==> config.mk <==
export PLATFORM = sky130hd
export DESIGN_NAME = input_capture_flat
export DESIGN_NICKNAME = d
export VERILOG_FILES = /design/src/rtl/input_capture_if.sv /design/src/rtl/input_capture.sv /design/src/flat_wrapper.sv
export SDC_FILE = /design/constraint.sdc
export NUM_CORES = 1
export LEC_CHECK = 0
export BUFFER_PORTS_ARGS = -buffer_cell sky130_fd_sc_hd__buf_2
export CAP_MARGIN = 20
export CORE_UTILIZATION = 25
export CTS_BUF_LIST = sky130_fd_sc_hd__clkbuf_4
export CTS_CLUSTER_SIZE = 40
export DETAILED_ROUTE_END_ITERATION = 10
export GPL_ROUTABILITY_DRIVEN = 1
export PLACE_DENSITY = 0.37
export SLEW_MARGIN = 20
export SYNTH_ARGS = -nofsm -noshare
export SYNTH_HDL_FRONTEND = slang
export SYNTH_SLANG_ARGS = --single-unit
==> constraint.sdc <==
create_clock -name clk -period 2.3 [get_ports clk]
set_input_delay 0.46 -clock clk [delete_from_list [all_inputs] [get_ports clk]]
set_output_delay 0.46 -clock clk [all_outputs]
set_load 0.005 [all_outputs]
==> src/rtl/input_capture_if.sv <==
// Player-input bundle between the round controller / answer compare stage and input_capture.
// cap_valid qualifies captured. There is no ready, and captured is held stable while cap_valid is high outside CAPTURED.
interface input_capture_if;
  logic [3:0] sw;
  logic       tick;
  logic       round_start;
  logic       round_end;
  logic [3:0] stable_sw;
  logic [3:0] captured;
  logic       cap_valid;
  logic       timeout;
  logic [7:0] react_time;

  modport master (
    output sw, tick, round_start, round_end,
    input  stable_sw, captured, cap_valid, timeout, react_time
  );

  modport slave (
    input  sw, tick, round_start, round_end,
    output stable_sw, captured, cap_valid, timeout, react_time
  );
endinterface

==> src/rtl/input_capture.sv <==
// Switch synchronizer/debouncer plus per-round answer capture with reaction timing.
// Optional macro CAPTURE_LOCK_EN: freeze captured at the first answer (default: last answer wins).
module input_capture #(
  parameter int unsigned DEB_CYCLES = 16
) (
  input  logic                clk,
  input  logic                rst_n,
  input_capture_if.slave      bus,
  output logic [1:0]          dbg_state
);

  typedef enum logic [1:0] {
    IDLE     = 2'd0,
    ARMED    = 2'd1,
    CAPTURED = 2'd2
  } state_t;

  localparam logic [7:0] DEB_LAST = 8'(DEB_CYCLES - 1);

  logic [3:0] sync1_q, sync1_d;
  logic [3:0] sync2_q, sync2_d;
  logic [3:0] stable_q, stable_d;
  logic [7:0] cnt_q [4];
  logic [7:0] cnt_d [4];

  state_t     state_q, state_d;
  logic [3:0] base_q, base_d;
  logic [3:0] cap_q, cap_d;
  logic       valid_q, valid_d;
  logic       tmo_q, tmo_d;
  logic [7:0] react_q, react_d;

  assign sync1_d = bus.sw;
  assign sync2_d = sync1_q;

  // Each bit counts consecutive disagreeing cycles; it flips on the DEB_CYCLES-th one.
  always_comb begin
    stable_d = stable_q;
    for (int i = 0; i < 4; i++) begin
      cnt_d[i] = 8'd0;
      if (sync2_q[i] != stable_q[i]) begin
        if (cnt_q[i] == DEB_LAST) begin
          stable_d[i] = sync2_q[i];
        end else begin
          cnt_d[i] = cnt_q[i] + 8'd1;
        end
      end
    end
  end

  always_comb begin
    state_d = state_q;
    base_d  = base_q;
    cap_d   = cap_q;
    valid_d = valid_q;
    tmo_d   = tmo_q;
    react_d = react_q;
    if (bus.round_start) begin
      state_d = ARMED;
      base_d  = stable_q;
      valid_d = 1'b0;
      tmo_d   = 1'b0;
      react_d = 8'd0;
    end else begin
      case (state_q)
        ARMED: begin
          if (bus.tick && react_q != 8'hFF) begin
            react_d = react_q + 8'd1;
          end
          // A close and a change in the same cycle are scored as a timeout.
          if (bus.round_end) begin
            cap_d   = stable_q;
            valid_d = 1'b1;
            tmo_d   = 1'b1;
            state_d = IDLE;
          end else if (stable_q != base_q) begin
            cap_d   = stable_q;
            valid_d = 1'b1;
            state_d = CAPTURED;
          end
        end
        CAPTURED: begin
`ifdef CAPTURE_LOCK_EN
          cap_d = cap_q;
`else
          cap_d = stable_q;
`endif
          if (bus.round_end) begin
            state_d = IDLE;
          end
        end
        default: begin
          state_d = IDLE;
        end
      endcase
    end
  end

  always_ff @(posedge clk or negedge rst_n) begin
    if (!rst_n) begin
      sync1_q  <= 4'd0;
      sync2_q  <= 4'd0;
      stable_q <= 4'd0;
      for (int i = 0; i < 4; i++) begin
        cnt_q[i] <= 8'd0;
      end
      state_q  <= IDLE;
      base_q   <= 4'd0;
      cap_q    <= 4'd0;
      valid_q  <= 1'b0;
      tmo_q    <= 1'b0;
      react_q  <= 8'd0;
    end else begin
      sync1_q  <= sync1_d;
      sync2_q  <= sync2_d;
      stable_q <= stable_d;
      for (int i = 0; i < 4; i++) begin
        cnt_q[i] <= cnt_d[i];
      end
      state_q  <= state_d;
      base_q   <= base_d;
      cap_q    <= cap_d;
      valid_q  <= valid_d;
      tmo_q    <= tmo_d;
      react_q  <= react_d;
    end
  end

  assign bus.stable_sw  = stable_q;
  assign bus.captured   = cap_q;
  assign bus.cap_valid  = valid_q;
  assign bus.timeout    = tmo_q;
  assign bus.react_time = react_q;
  assign dbg_state      = state_q;

endmodule

==> src/flat_wrapper.sv <==
// flat-port wrapper written by rule: the top's interface ports become plain ports
module input_capture_flat 
#(
  parameter int unsigned DEB_CYCLES = 16
)
  (clk, rst_n, dbg_state, bus_sw, bus_tick, bus_round_start, bus_round_end, bus_stable_sw, bus_captured, bus_cap_valid, bus_timeout, bus_react_time);
  input_capture_if bus_i ();
  input  logic clk;
  input  logic rst_n;
  output logic [1:0] dbg_state;
  input wire logic [$bits(bus_i.sw)-1:0] bus_sw;
  input wire logic [$bits(bus_i.tick)-1:0] bus_tick;
  input wire logic [$bits(bus_i.round_start)-1:0] bus_round_start;
  input wire logic [$bits(bus_i.round_end)-1:0] bus_round_end;
  output wire logic [$bits(bus_i.stable_sw)-1:0] bus_stable_sw;
  output wire logic [$bits(bus_i.captured)-1:0] bus_captured;
  output wire logic [$bits(bus_i.cap_valid)-1:0] bus_cap_valid;
  output wire logic [$bits(bus_i.timeout)-1:0] bus_timeout;
  output wire logic [$bits(bus_i.react_time)-1:0] bus_react_time;
  assign bus_i.sw = bus_sw;
  assign bus_i.tick = bus_tick;
  assign bus_i.round_start = bus_round_start;
  assign bus_i.round_end = bus_round_end;
  assign bus_stable_sw = bus_i.stable_sw;
  assign bus_captured = bus_i.captured;
  assign bus_cap_valid = bus_i.cap_valid;
  assign bus_timeout = bus_i.timeout;
  assign bus_react_time = bus_i.react_time;
  input_capture #(.DEB_CYCLES(DEB_CYCLES)) u_core (.clk(clk), .rst_n(rst_n), .bus(bus_i), .dbg_state(dbg_state));
endmodule
# Word-level counts from Yosys, hierarchy flattened
# Cells that the tools add are included.
dict set report word_totals {
  register_bits 64
  inputBits 9
  output_inout_bits 20
  wordCells 78
}
dict set report op_classes {
  add_sub_neg 5
  n_eq_ne 15
  muxes 26
  bitwise_logic 1
  reduce_logical 15
}
# operator n
set op_table {}
lappend op_table {{two-way mux 8 bit} 11}
lappend op_table {{adder 8 x 1 -> 8 bit (second input constant)} 5}
lappend op_table {{== test 8 x 4 -> 1 bit (second input constant)} 4}
lappend op_table {{AND reduction 2 bit} 8}
lappend op_table {{two-way mux 2 bit} 4}
lappend op_table {{two-way mux 4 bit} 2}
lappend op_table {{!= test 8 bit (second input constant)} 1}
lappend op_table {{case mux 4 bit (2 select lines)} 1}
lappend op_table {{nonzero test 2 bit} 4}
lappend op_table {{two-way mux 1 bit} 7}
lappend op_table {{!= test 1 bit} 4}
lappend op_table {{!= test 4 x 3 -> 1 bit (second input constant)} 1}
lappend op_table {{!= test 4 bit} 1}
lappend op_table {{case mux 2 bit (2 select lines)} 1}
lappend op_table {{!= test 3 x 2 -> 1 bit (second input constant)} 1}
lappend op_table {{!= test 3 bit (second input constant)} 1}
lappend op_table {{AND reduction 3 bit} 1}
lappend op_table {{nonzero test 3 bit} 1}
lappend op_table {{== test 2 x 1 -> 1 bit (second input constant)} 1}
lappend op_table {{== test 2 bit (second input constant)} 1}
lappend op_table {{logical AND 1 bit} 1}
lappend op_table {{NOT 1 bit} 1}

# Depth between registers and ports, before layout
# Gate-level depths: netlist of run 1.
dict set report depth {
  depth_word 5
  mapped_depth 6
  depth_no_buf 6
}

# Least setup slack after synthesis of run 1
# Ideal clock, no wire load.
dict set report synth_path {
  kind {register to register}
  start {reg u_core.react_q[0] (netlist: u_core.bus.react_time[0])}
  end {reg u_core.react_q[5] (netlist: u_core.bus.react_time[5])}
  setup_time_ns 0.078
  arrival_ns 1.625
  required_ns 2.222
  slack_ns 0.597
  path_stages_with_launch 6
  n_path_buf 0
  period_less_slack_ns 1.703
  path_cell_list {dfrtp_1 ha_1 and3_4 a21o_4 or4_1 a21oi_1}
}
dict set report synth_via {
  elab_chain_len 4
  elab_cells_between_ends 8
  cone_classes {1 x add/sub; 1 x eq/ne; 3 x mux; 3 x reduce/logical}
}
# element line_no
set synth_lines {}
lappend synth_lines {{from (decl)} input_capture.sv:31} ;# logic [7:0] react_q, react_d;
lappend synth_lines {{from (signal assigned)} input_capture.sv:125} ;# react_q <= react_d;
lappend synth_lines {{adder 8 x 1 -> 8 bit or != test 8 bit (tied branches)} {input_capture.sv:68, input_capture.sv:67}}
lappend synth_lines {{two-way mux 8 bit or logical AND 1 bit (tied branches)} input_capture.sv:67} ;# if (bus.tick && react_q != 8'hFF) begin
lappend synth_lines {{two-way mux 8 bit or nonzero test 2 bit (tied branches)} -}
lappend synth_lines {{two-way mux 8 bit or AND reduction 2 bit (tied branches)} -}
# Several ways; a longest one is shown, not always the timed one. The select of a mux whose other input is x is not followed.
# A chain may end at the register's enable or synchronous reset.

# Worst setup path in the final report of run 1
# Ends and elaborated chain as after synthesis.

==> results.md, run 1 <==
- Clock buffer count from CTS: 9
- Die span in y: 109 um
- CTS clk-pin slew, worst paths: 0.09 ns
- Commonest non-fill, non-tap cell in the layout: dfrtp_1
- Num rows: 38
- Synth Area in Adders: 0.0309
- Mapped cell area: 2840 um^2
- Core area: 10900 um^2
- #FFs+latches synth: 64
- Compound-Gate Fraction of Synth Area: 0.0459
- Setup-failing EPs final: 0
- Highest-count cells in the layout ignoring fill and taps: dfrtp_1 (64), nor2_1 (35), buf_2 (28)
- CTS Buffer Depth: 2
- Synth cell types: 32
- Seq/Total Area, Yosys: 0.564
- # DRC: 0
- Num Clock Sinks: 64
- Max Transition Viols Final: 0
- Mapped Avg Cell Area: 11.5 um^2
- CTS resizes: 0
- CP Data Required Time: 2.63 ns
- Worst IR Drop VDD: 0.000265 V
- Buf+Inv Stages, Crit Path: 0
- Synth Instances: 246
- Worst-Margin Slew: 0.529 ns
- PortBufs: 28
- Setup CP Type: reg -> reg
- Starting DRT DRC Count: 57
- Yosys top cell by area: dfrtp_1
- Global-route usage over all layers: 0.107
- Initial antenna violation count: 0
- Mux cell area share after synthesis: 0.0564
- Drt wl/cell: 12.8 um
- Largest family of logic cells by synthesized area: simple AND/OR/NAND/NOR gates
- Fin crit period: 1.79 ns
- First-pass GRT wire length: 9320 um
- CP top delay family: simple AND/OR/NAND/NOR gates
- Setup TNS: 0 ns
- Antenna viol nets, final: 0
- Clock root cell: clkbuf_4
- Largest fanout on the critical path: 7
- N_diodes: 0
- CP max-delay cell: or4_1
- Post-CTS setup buffer count: 0
- CP max stage delay: 0.47 ns
- DIE AREA: 11800 um^2
- CP startpoint kind: flop
- GRT overflow: 0
- Fin nets: 296
- RSZ-0062 raised after global routing: no
- Syn_nets: 262
- CP Capture Type: flop
- Share of cells above drive strength 1: 0.205
- Via density per instance: 4.24
- Hold Path Class: in -> async
- Max Cap Violations: 0
- Synth Warn #: 0
- Clock Skews: 0.0135 ns
- CTS HTree Levels: 3
- Via count: 1794
- Vias in the first global route: 1833
- Synth top area cells: dfrtp_1 (56%), xor2_1 (6.5%), xnor2_1 (5.9%)
- Initial Utilization: 0.259
- DRT Pass-1 Iters: 4
- Post-detail-place hpwl: 3570 um
- Total wire length: 5410 um
- Run status: finished clean
- Synth Area in XOR/XNOR: 0.123
- Final hold violations: 0
- I/O pin cnt: 29
- Post-synthesis simple-gate area fraction: 0.159
- Pwr Density: 590 nW/um^2
- Die width: 109 um
- Leak: 1.55 nW
- Crit-path cells: ha_1 > and3_4 > a21o_4 > or4_1 > a21oi_1
- Worst setup margin: 0.508 ns
- FMAX: 0.558 GHz
- Clk_lat worst skew: 0.41 ns
- Area grow syn2layout: 14.2%
- Share of the synthesized area in the top cell type: 0.564
- Worst rel slew slack: 0.638
- Final cycle utilization of the critical path: 0.779
- Worst EP arrival: 2.12 ns
- CTS tree: done
- DP Worst Slack: 0.516 ns
- Largest net degree at the start of global routing: 65
- Routability cong.: 0.688
- CTS Hold Bufs: 0
==> cells in the mapped netlist <==
cell type	count
dfrtp_1	64
nand2_1	17
nand4_1	4
a2111oi_0	2
nand4_2	1
mux2i_1	1
and3_4	1
a21oi_1	6
ha_1	7
a21o_4	1
or4_1	2
o31ai_4	1
xnor2_1	19
a31o_2	1
mux2_4	4
xor2_1	21
a211oi_1	1
nor4_1	4
o31ai_1	2
and4_4	1
nor4b_1	1
buf_2	4
inv_1	8
or3_1	1
and3_1	8
nand3_1	8
buf_1	1
o21ai_0	3
nor2_1	35
mux2_2	8
and2_1	8
clkbuf_1	1
==> per-layer routing <==
metal / vias up / global-route usage / share of wire
li1: 895 / - / -
met1: 861 / 0.142 / 0.51
met2: 30 / 0.153 / 0.43
met3: 8 / 0.0434 / 0.046
met4: 0 / 0.0434 / 0.018
met5: - / 0 / 0
==> cell type report <==
type                       instances  area (um^2)
timing repair buffer              29          160
multi-input combinational        168         1180
inverter                           8         30.0
tap                              140          175
clock buffer                      11         82.6
sequential                        64         1600
clock inverter                     3         11.3
fill                            1163         7700
==> worst paths after layout <==
| path | from | endpoint | cells after the start | slack (ns) |
|---|---|---|---|---|
| max in group asynchronous | rst_n | u_core.cnt_q[5] | 2 | 1.96 |
| max | u_core.bus.react_time[0] | u_core.bus.react_time[5] | 5 | 0.51 |
| max reg2reg | u_core.bus.react_time[0] | u_core.bus.react_time[5] | 5 | 0.51 |
| min reg2reg | u_core.sync1_q[2] | u_core.sync2_q[2] | 0 | 0.36 |
| min in group clk | bus_sw[3] | u_core.sync1_q[3] | 1 | 0.15 |
| min | rst_n | u_core.cnt_q[28] | 2 | 0.05 |
==> kinds of logic (layout without fill, tap and decap cells) <==
| family | Yosys count | after routing |
|---|---|---|
| compound gates | 17 | 17 |
| xor+xnor | 40 | 40 |
| fa+ha+maj | 7 | 7 |
| buf+inv | 14 | 51 |
| flops | 64 | 64 |
| mux | 13 | 13 |
| simple gates | 91 | 91 |
==> per-stage QoR <==
stage | area [um^2] | total power, W | hold WS [ns] | util | instances
after detailed placement | 3150 | 0.00133 | 0.340 | 0.288 | 409
after CTS | 3240 | 0.00196 | 0.0438 | 0.296 | 423
final | 3240 | 0.00191 | 0.0511 | 0.296 | 423
after global routing | 3240 | 0.00203 | 0.0494 | 0.296 | 423
after floorplan | 2840 | 0.00126 | 0.164 | - | 246
after global placement | 3150 | 0.00133 | 0.336 | 0.288 | 409
==> sequential cells by signal, indices dropped and copies added, names as in the netlist <==
name / count
u_core.bus.react_time: 8
u_core.sync1_q: 4
u_core.bus.captured: 4
u_core.base_q: 4
u_core.sync2_q: 4
u_core.dbg_state: 2
u_core.bus.timeout: 1
u_core.bus.cap_valid: 1
u_core.bus.stable_sw: 4
u_core.cnt_q: 32
==> where the power goes <==
part	internal (W)	switching (W)	total, W
Combinational	0.0000481	0.0000721	0.000120
Clock	0.000225	0.000384	0.000609
Sequential	0.00116	0.0000257	0.00118
Note: power is estimated with default switching activity, not from simulation.
==> run 2: changes to the inputs <==
- clock period: 2.3 -> 1.73 ns (I/O delays scaled with it)
==> run 2 against run 1 <==
Sequential power grew 33%. Design area up 5.0%. Clock skew fell by 0.0013 ns. Power grew 34%. Global-route usage is 0.40 points higher. Critical path depth did not move. Clock power increased by 33%. Largest cell class unchanged. Critical path type unchanged. Fmax is 5.9% higher. Via count rose by 4.6%. First-iteration DRC count decreased by 18%. Critical endpoint unchanged. Highest routed layer unchanged.
==> results.md, run 2 (synthesis gave the netlist of run 1 again) <==
- Run status: finished clean
- Met2 Wirelength: 2560 um
- DRT Pass-1 Iters: 4
- Clock Skews: 0.0122 ns
- R2R Setup Slk: 0.04 ns
- Vias in the first global route: 1982
- N_diodes: 0
- Core area: 10900 um^2
- Max Cap Violations: 0
- Placed Area: 3230 um^2
- Fin crit period: 1.69 ns
- Clk_lat worst skew: 0.40 ns
- Hold Path Class: in -> reg
- Setup CP Type: reg -> reg
- Final cycle utilization of the critical path: 0.978
- Worst IR Drop VDD: 0.000367 V
- Setup-failing EPs final: 0
- Largest net degree at the start of global routing: 34
- Fin nets: 313
- Worst setup path startpoint: u_core.bus.react_time[0]
- Worst EP arrival: 2.03 ns
- Commonest non-fill, non-tap cell in the layout: dfrtp_1
- CP Data Required Time: 2.07 ns
- Initial antenna violation count: 0
- FMAX: 0.591 GHz
- CP Capture Type: flop
- Drt wl/cell: 12.8 um
- Hold endpoint: u_core.sync1_q[0]
- Die width: 109 um
- # DRC: 0
- CTS tree: done
- Hold Slack: 0.0477 ns
- Num Clock Sinks: 64
- Pwr Density: 755 nW/um^2
- Design Area, Final: 3400 um^2
- Top Metal Used: met4
- PortBufs: 28
- Max Transition Viols Final: 0
- Final hold violations: 0
- Leak: 1.63 nW
- Top reg by flops: u_core.cnt_q
- Starting DRT DRC Count: 47
- R2r startpoint: u_core.bus.react_time[0]
- CTS HTree Levels: 3
- Setup TNS: 0 ns
- Highest-count cells in the layout ignoring fill and taps: dfrtp_1 (63), nor2_1 (35), buf_2 (28)
- Num rows: 38
- Max FFs per register: 32
- Clock buffer count from CTS: 9
- Post-detail-place hpwl: 3900 um
- Initial Utilization: 0.259
- Global-route usage over all layers: 0.111
- CTS clk-pin slew, worst paths: 0.10 ns
- Worst setup margin: 0.0385 ns
- Via density per instance: 4.26
- M1 WL: 2760 um
- Worst rel slew slack: 0.642
- Placed Cells: 420
- CP startpoint kind: flop
- Share of cells above drive strength 1: 0.260
- Metal3 WL: 238 um
- Antenna viol nets, final: 0
- CTS Buffer Depth: 2
- First-pass GRT wire length: 9740 um
- DIE AREA: 11800 um^2
- Post-Layout Cell Count: 440
- FF-to-FF End: u_core.bus.react_time[5]
- Worst Reg-to-Reg Cells: 5
- Largest fanout on the critical path: 5
- Total wire length: 5650 um
- Hold Path Cell Cnt: 1
- DP Worst Slack: 0.00290 ns
- Routability cong.: 0.663
- Worst-Margin Slew: 0.523 ns
- Hold_sp: bus_sw[0]
- Die span in y: 109 um
- Area grow syn2layout: 19.8%
- Via count: 1876
- I/O pin cnt: 29
- GRT overflow: 0
- Clock root cell: clkbuf_4
-- run 2: critical path, stage by stage (launching register included) --
cell	delay (ns)
dfrtp_1	0.41
ha_2	0.20
and3_4	0.18
a21o_4	0.22
or4_4	0.48
a21oi_2	0.14
-- run 2: timing repair --
action	CTS	global route
endpoints found under the hold margin	15	1
buffers inserted	0	3
hold buffers	2	1
pin swaps	0	2
resized for setup	1	6
endpoints found under the setup margin	1	7
-- run 2: how the worst max path moves through the flow --
stage / to / cells after the start
global placement: u_core.bus.react_time[4] / 6
global route: u_core.bus.react_time[5] / 5
finish: u_core.bus.react_time[5] / 5
CTS: u_core.bus.react_time[5] / 6
detailed placement: u_core.bus.react_time[5] / 6
floorplan: u_core.bus.react_time[5] / 5
-- run 2: power by group --
group	total [W]	switching [W]	leakage, nW	internal, W
Combinational	0.000190	0.000105	0.718	0.0000854
Clock	0.000809	0.000509	0.0553	0.000300
Sequential	0.00157	0.0000327	0.859	0.00154
Total	0.00257	0.000647	1.63	0.00192
-- run 2: stage by stage --
step | power [W] | util
global route | 0.00272 | 0.311
floorplan | 0.00168 | -
finish | 0.00257 | 0.311
detailed placement | 0.00178 | 0.295
CTS | 0.00263 | 0.306
global placement | 0.00178 | 0.295
-- run 2: routing by layer --
| metal | track usage | up-vias |
|---|---|---|
| met5 | 0 | - |
| met1 | 0.141 | 915 |
| met2 | 0.169 | 26 |
| li1 | - | 924 |
| met4 | 0.0463 | 0 |
| met3 | 0.0416 | 11 |
-- run 2: cell type report --
cell class,count,area [um^2]
clock inverters,3,11.3
inverters,8,30.0
multi-input cells,168,1200
flip-flops and latches,64,1600
repair buffers,46,295
well taps,140,175
fillers,1146,7530
clock buffers,11,82.6
